$ cat src/rtl/fpu_rsp_buffer.sv
// fpu_rsp_buffer
// Absorbs the never-stalling result pulses of the 3-stage FPU into a small
// circular FIFO and offers them to the FP register-file writeback port with
// valid/ready. It also tracks ops in flight inside the FPU, so the dispatcher
// only fires when a buffer slot is guaranteed for the eventual result.
module fpu_rsp_buffer #(
  parameter int DEPTH  = 4,
  parameter int DATA_W = 32,
  parameter int ADDR_W = 5,
  localparam int CNT_W = $clog2(DEPTH + 1)
) (
  input  logic              clk_i,
  input  logic              rst_i,
  // dispatcher side
  input  logic              issue_fire_i,
  output logic              issue_allow_o,
  output logic [CNT_W-1:0]  credit_o,
  // FPU result side
  input  logic              rsp_valid_i,
  input  logic [ADDR_W-1:0] rsp_rd_addr_i,
  input  logic [DATA_W-1:0] rsp_data_i,
  input  logic              rsp_error_i,
  // writeback side
  output logic              wb_valid_o,
  output logic [ADDR_W-1:0] wb_rd_addr_o,
  output logic [DATA_W-1:0] wb_data_o,
  output logic              wb_error_o,
  input  logic              wb_ready_i,
  // control and status
  input  logic              flush_i,
  output logic              overflow_o,
  output logic              protocol_err_o
);

  // Pointer width; DEPTH >= 2 keeps this at least one bit wide.
  localparam int PTR_W   = $clog2(DEPTH);
  localparam int ENTRY_W = ADDR_W + DATA_W + 1;

  localparam logic [CNT_W-1:0] DEPTH_CNT = CNT_W'(DEPTH);
  localparam logic [CNT_W:0]   DEPTH_EXT = (CNT_W + 1)'(DEPTH);
  localparam logic [PTR_W-1:0] LAST_PTR  = PTR_W'(DEPTH - 1);

  // Storage: each entry is {rd_addr, data, error}; deliberately not reset.
  logic [ENTRY_W-1:0] mem [DEPTH];

  logic [PTR_W-1:0] wr_ptr_q, wr_ptr_d;
  logic [PTR_W-1:0] rd_ptr_q, rd_ptr_d;
  logic [CNT_W-1:0] occupancy_q, occupancy_d;
  logic [CNT_W-1:0] inflight_q, inflight_d;
  logic             overflow_q, overflow_d;
  logic             protocol_err_q, protocol_err_d;

  logic             full;
  logic             pop;
  logic             push;
  logic             drop;
  logic             rsp_unexpected;
  logic             issue_illegal;
  logic [CNT_W:0]   reserved;
  logic [CNT_W:0]   credit_ext;
  logic [ENTRY_W-1:0] head_entry;

  // Advance a pointer, wrapping at DEPTH so non-power-of-2 depths work.
  function automatic logic [PTR_W-1:0] ptr_inc(input logic [PTR_W-1:0] p);
    return (p == LAST_PTR) ? '0 : p + PTR_W'(1);
  endfunction

  // Handshake decode: a push is accepted when there is room or the head
  // leaves in the same cycle; a flush discards any same-cycle push.
  always_comb begin
    full           = (occupancy_q == DEPTH_CNT);
    pop            = wb_valid_o && wb_ready_i;
    push           = rsp_valid_i && !flush_i && (!full || pop);
    drop           = rsp_valid_i && !flush_i && full && !pop;
    rsp_unexpected = rsp_valid_i && (inflight_q == '0) && !issue_fire_i;
    issue_illegal  = issue_fire_i && !issue_allow_o;
  end

  // Credit view: slots neither occupied nor promised to an op in flight.
  // After a protocol violation the sum can exceed DEPTH; credit then
  // reads as zero rather than wrapping to a large value.
  always_comb begin
    reserved      = {1'b0, occupancy_q} + {1'b0, inflight_q};
    issue_allow_o = (reserved < DEPTH_EXT);
    credit_ext    = issue_allow_o ? (DEPTH_EXT - reserved) : '0;
    credit_o      = credit_ext[CNT_W-1:0];
  end

  // FIFO pointer and occupancy next-state; flush snaps the read pointer
  // onto the write pointer so the buffer looks empty next cycle.
  always_comb begin
    wr_ptr_d    = wr_ptr_q;
    rd_ptr_d    = rd_ptr_q;
    occupancy_d = occupancy_q;
    if (flush_i) begin
      rd_ptr_d    = wr_ptr_q;
      occupancy_d = '0;
    end else begin
      if (push) begin
        wr_ptr_d = ptr_inc(wr_ptr_q);
      end
      if (pop) begin
        rd_ptr_d = ptr_inc(rd_ptr_q);
      end
      if (push && !pop) begin
        occupancy_d = occupancy_q + CNT_W'(1);
      end else if (pop && !push) begin
        occupancy_d = occupancy_q - CNT_W'(1);
      end
    end
  end

  // In-flight tracking: issue adds one, a response removes one, both
  // together cancel. Flush leaves it alone because those results will
  // still come out of the FPU. Saturates at 0 and DEPTH.
  always_comb begin
    inflight_d = inflight_q;
    if (issue_fire_i && !rsp_valid_i) begin
      if (inflight_q != DEPTH_CNT) begin
        inflight_d = inflight_q + CNT_W'(1);
      end
    end else if (rsp_valid_i && !issue_fire_i) begin
      if (inflight_q != '0) begin
        inflight_d = inflight_q - CNT_W'(1);
      end
    end
  end

  // Sticky error flags accumulate until reset.
  always_comb begin
    overflow_d     = overflow_q || drop;
    protocol_err_d = protocol_err_q || rsp_unexpected || issue_illegal;
  end

  // Control state register with synchronous reset; pulses during reset
  // are ignored because the reset branch wins.
  always_ff @(posedge clk_i) begin
    if (rst_i) begin
      wr_ptr_q       <= '0;
      rd_ptr_q       <= '0;
      occupancy_q    <= '0;
      inflight_q     <= '0;
      overflow_q     <= 1'b0;
      protocol_err_q <= 1'b0;
    end else begin
      wr_ptr_q       <= wr_ptr_d;
      rd_ptr_q       <= rd_ptr_d;
      occupancy_q    <= occupancy_d;
      inflight_q     <= inflight_d;
      overflow_q     <= overflow_d;
      protocol_err_q <= protocol_err_d;
    end
  end

  // Entry write; on a full push+pop the slot written is the one leaving.
  always_ff @(posedge clk_i) begin
    if (!rst_i && push) begin
      mem[wr_ptr_q] <= {rsp_rd_addr_i, rsp_data_i, rsp_error_i};
    end
  end

  // First-word fall-through head; it only changes on pop or flush, so it
  // stays stable while the writeback port holds off.
  always_comb begin
    head_entry     = mem[rd_ptr_q];
    wb_valid_o     = (occupancy_q != '0);
    wb_rd_addr_o   = head_entry[ENTRY_W-1 -: ADDR_W];
    wb_data_o      = head_entry[DATA_W:1];
    wb_error_o     = head_entry[0];
    overflow_o     = overflow_q;
    protocol_err_o = protocol_err_q;
  end

endmodule

$ cat config.mk
export PLATFORM = sky130hd
export DESIGN_NAME = fpu_rsp_buffer
export DESIGN_NICKNAME = d
export VERILOG_FILES = /design/src/rtl/fpu_rsp_buffer.sv
export SDC_FILE = /design/constraint.sdc
export NUM_CORES = 1
export LEC_CHECK = 0
export CORE_ASPECT_RATIO = 0.75
export CORE_MARGIN = 2
export CORE_UTILIZATION = 58
export CTS_BUF_LIST = sky130_fd_sc_hd__clkbuf_16
export DETAILED_ROUTE_END_ITERATION = 12
export PLACE_DENSITY_LB_ADDON = 0.12
export SYNTH_ARGS = -nofsm -noshare
export SYNTH_HDL_FRONTEND = slang
export SYNTH_SLANG_ARGS = --single-unit
$ cat constraint.sdc
create_clock -name clk_i -period 6.9 [get_ports clk_i]
set_input_delay 1.38 -clock clk_i [delete_from_list [all_inputs] [get_ports clk_i]]
set_output_delay 1.38 -clock clk_i [all_outputs]
set_load 0.01 [all_outputs]
==> flow_results.org <==
** Status
- Status :: completed

** Power and ir drop
- The design draws around 2.3 mW.
- Peak VDD IR :: 0.231 mV
- For this design the static power due to leakage is about 2.6 nW.
- Power spread over the standard cell area amounts to approximately 290 nW/um^2.

** CTS
- Counting the buffers created by CTS gives 17.
- The clock passes through at most 2 buffers.
- After clock tree synthesis, the clock-pin slew on the worst setup and hold paths is 0.07 ns.
- TritonCTS sink count :: 166
- The cell sitting at the root of the clock tree is a sky130_fd_sc_hd__clkbuf_16.
- H-tree lvl count :: 4
- Buffers inserted to repair hold after CTS numbered 0.
- Setup repair bufs after CTS :: 0
- Number of gates resized after CTS :: 0
- CTS tree :: built
- Insertion delay to the later sink of the worst-skew pair :: 0.41 ns

** Placement
- Detailed placement finished with a half-perimeter wire length of 6550 um.
- The congestion estimate from routability-driven global placement came to between 0.7 and 0.8.
- Placed Cells :: 516
- During placement, the flow inserted port buffers numbering 88.

** Yosys
- The top cell type by area accounts for 71.4% of the synthesized area.
- Counting every net in the synthesized netlist gives 354.
- Post-synthesis instance area :: 6390 sq um
- Avg Synthesized Cell Area :: 21.6 sq um
- Instance count of the mapped netlist :: 296
- Register bit total from synthesis :: approximately 170
- Synth area leader :: sky130_fd_sc_hd__edfxtp_1
- Sorting the synthesized cells by area gives the leading types as sky130_fd_sc_hd__edfxtp_1 (71%), sky130_fd_sc_hd__mux4_2 (13%), sky130_fd_sc_hd__dfxtp_1 (4.4%).
- During synthesis, Yosys emitted a total of 0 warnings.
- Sequential elements use between 70% and 80% of the synthesized area.
- Count of cell types in the netlist :: 38

** Die
- Die boundary height :: 94.9 um
- The die is 125 um wide.
- I/O pin count :: 89
- The floorplan step defined a core boundary enclosing 10800 sq um.
- Site row count :: 33
- Initial standard-cell utilization of the core :: approximately three fifths
- The die covers approximately 12000 sq um.

** Route
- The first TritonRoute pass finished after 7 iterations.
- DRC violation total after the first TritonRoute iteration :: 164
- Avg WL per Cell :: 20.5 um
- Summing over every cut layer, the via total after detailed routing is between 3000 and 4000.
- Number of vias per cell after detailed routing :: 5.74
- Remaining DRCs :: 0
- Wires add up to between 10000 and 15000 um.
- Remaining number of nets flagged by the antenna check after routing :: 0

** Cells and area
- Fill cells in the final layout number 644.
- Sequential cell area :: around 4800 sq um
- Fin cells :: 547
- Relative to the synthesized area, the layout overhead comes to 24.9%.
- Nets :: 453
- Fraction of layout cells with a size suffix above 1 :: 19.9%
- Final standard cell utilization of the core :: 73.8%
- The multi-input combinational cells in the finished layout cover a total of ~1400 sq um.
- The number of antenna diodes in the final layout is 0.

** STA
- Derived from the worst setup path, the maximum achievable clock frequency is 231 MHz.
- On the final layout, the worst clock skew is roughly 0.0096 ns.
- Setup TNS :: 0 ns
- The count of pins over their slew limit came to 0.
- Final worst path period need :: 4.33 ns
- Transition time at the pin with the least slew margin :: ~1.1 ns
- Final Setup Violations :: 0
- Final period util :: 62.8%
- The final count of hold timing violations came to 0.
- Setup repair after global routing left no endpoint under its margin.
- Worst slew margin relative to its limit :: approximately 30%

** GRT
- Wire length of the first global-routing pass :: 17400 um
- Global Route Usage Sum :: 20.3%
- Vias in the first global route :: 3310
- Maximum number of pins on one net before global-route repair :: 39
- Initial antenna violation count :: 0
- Leftover overflow at the end of global routing :: 0

** Setup path
- Nature of the critical path startpoint :: flop
- STA classifies the critical path endpoint as an output pin.
- The setup path with the least slack is of type flop to output pin.
- Data on the critical path arrives at its endpoint at between 2 and 3 ns.
- Required time of the critical path :: 5.52 ns
- CP max FO :: 6

** Run
- The tool flagged a number of max-cap violations equal to 0.

** Hold path
- The min-delay analysis places its worst path in the category flop to flop.
worst max-delay path: stages (launching register included):
cell                              delay [ns]
sky130_fd_sc_hd__dfxtp_1                0.50
sky130_fd_sc_hd__ha_1                   0.21
sky130_fd_sc_hd__inv_1                  0.05
sky130_fd_sc_hd__fa_1                   0.38
sky130_fd_sc_hd__or4b_4                 0.56
sky130_fd_sc_hd__o21ai_2                0.17
sky130_fd_sc_hd__and2_1                 0.15
sky130_fd_sc_hd__clkdlybuf4s50_1        0.53
kinds of logic (layout without fill, tap and decap cells):
logic type | count (synthesis) | count (layout) | synth area share (%)
AO/OA/AOI/OAI | 19 | 19 | 2.08
XOR/XNOR | 4 | 4 | 0.548
adder cells (fa/ha/maj) | 14 | 14 | 3.09
buffers and inverters | 21 | 132 | 1.61
flip-flops | 166 | 166 | 75.8
multiplexers | 41 | 41 | 13.9
AND/OR/NAND/NOR | 31 | 31 | 3.00
final cells by class:
| cell class | count | area share, % |
|---|---|---|
| Clock buffer | 17 | 5.33 |
| Clock inverter | 14 | 1.90 |
| Inverter | 12 | 0.564 |
| Multi-Input combinational cell | 109 | 18.2 |
| Sequential cell | 166 | 60.7 |
| Tap cell | 140 | 2.19 |
| Timing Repair Buffer | 89 | 11.1 |
synth_stat cells:
cell,number
sky130_fd_sc_hd__or3b_2,1
sky130_fd_sc_hd__clkbuf_1,2
sky130_fd_sc_hd__edfxtp_1,152
sky130_fd_sc_hd__mux2_1,1
sky130_fd_sc_hd__o311ai_0,1
sky130_fd_sc_hd__o21ai_1,2
sky130_fd_sc_hd__dfxtp_1,14
sky130_fd_sc_hd__a211oi_2,1
sky130_fd_sc_hd__buf_6,2
sky130_fd_sc_hd__ha_1,11
sky130_fd_sc_hd__a311oi_1,1
sky130_fd_sc_hd__or4b_4,1
sky130_fd_sc_hd__a21oi_1,7
sky130_fd_sc_hd__o21ai_0,1
sky130_fd_sc_hd__nand3b_1,1
sky130_fd_sc_hd__or4_1,1
sky130_fd_sc_hd__and2_1,8
sky130_fd_sc_hd__o31ai_2,1
sky130_fd_sc_hd__nor4_1,1
sky130_fd_sc_hd__nand2b_1,1
sky130_fd_sc_hd__o211ai_1,2
sky130_fd_sc_hd__buf_4,1
sky130_fd_sc_hd__o311ai_1,1
sky130_fd_sc_hd__or3_1,3
sky130_fd_sc_hd__inv_1,12
sky130_fd_sc_hd__fa_1,3
sky130_fd_sc_hd__o21ai_2,1
sky130_fd_sc_hd__mux2i_1,2
sky130_fd_sc_hd__xnor2_1,1
sky130_fd_sc_hd__nand2_1,3
sky130_fd_sc_hd__nor4b_2,1
sky130_fd_sc_hd__mux4_2,38
sky130_fd_sc_hd__buf_2,4
sky130_fd_sc_hd__nor2b_1,2
sky130_fd_sc_hd__nor3_1,3
sky130_fd_sc_hd__a211oi_1,1
sky130_fd_sc_hd__xor2_1,3
sky130_fd_sc_hd__nor2_1,5
metrics by stage:
stage,worst slack [ns],instance area [sq um],hold WS [ns]
floorplan,3.53,6390,0.482
global placement,3.06,7400,0.484
detailed placement,2.99,7400,0.466
CTS,2.55,7980,0.498
global route,2.39,7980,0.550
finish,2.57,7980,0.497
flip-flops by register name (all words and copies together) (netlist names), named ones only:
signal	count
inflight_q	3
protocol_err_o	1
occupancy_q	3
rd_ptr_q	2
wr_ptr_q	2
overflow_o	1
mem	152
placed cells by master (no fill, tap or decap), types with 2 or more instances in the layout:
cell	count
sky130_fd_sc_hd__fa_1	3
sky130_fd_sc_hd__and2_1	4
sky130_fd_sc_hd__dfxtp_2	2
sky130_fd_sc_hd__dfxtp_1	12
sky130_fd_sc_hd__nor2b_1	2
sky130_fd_sc_hd__edfxtp_1	152
sky130_fd_sc_hd__o21ai_1	2
sky130_fd_sc_hd__inv_1	12
sky130_fd_sc_hd__o211ai_1	2
sky130_fd_sc_hd__inv_6	3
sky130_fd_sc_hd__nand2_1	3
sky130_fd_sc_hd__mux2i_1	2
sky130_fd_sc_hd__nor2_1	5
sky130_fd_sc_hd__and2_2	4
sky130_fd_sc_hd__clkbuf_16	17
sky130_fd_sc_hd__clkdlybuf4s50_1	88
sky130_fd_sc_hd__ha_1	11
sky130_fd_sc_hd__nor3_1	3
sky130_fd_sc_hd__xor2_1	3
sky130_fd_sc_hd__clkinvlp_4	4
sky130_fd_sc_hd__or3_1	3
sky130_fd_sc_hd__clkinv_4	3
sky130_fd_sc_hd__bufinv_16	2
sky130_fd_sc_hd__a21oi_1	7
sky130_fd_sc_hd__mux4_2	38
layer usage:
layer	GRT usage [%]	wire length (um)
met1	26.2	4900
met2	33.1	5580
met3	5.89	582
met4	8.89	162
met5	0	0
power breakdown:
group / internal (mW) / switching (mW)
combinational: 0.132 / 0.0901
clock: 0.533 / 0.380
sequential: 1.12 / 0.0237
path summary, 6_finish.rpt:
kind | from | to | slack (ns) | depth (start not counted)
worst min-delay path | overflow_o$_SDFF_PP0_ | overflow_o$_SDFF_PP0_ | 0.50 | 2
worst max-delay path | occupancy_q[0]$_SDFFE_PP0P_ | credit_o[1] | 2.57 | 7
worst min register to register | overflow_o$_SDFF_PP0_ | overflow_o$_SDFF_PP0_ | 0.50 | 2
worst max register to register | occupancy_q[0]$_SDFFE_PP0P_ | occupancy_q[2]$_SDFFE_PP0P_ | 4.56 | 8
(Power assumes the default switching activity.)
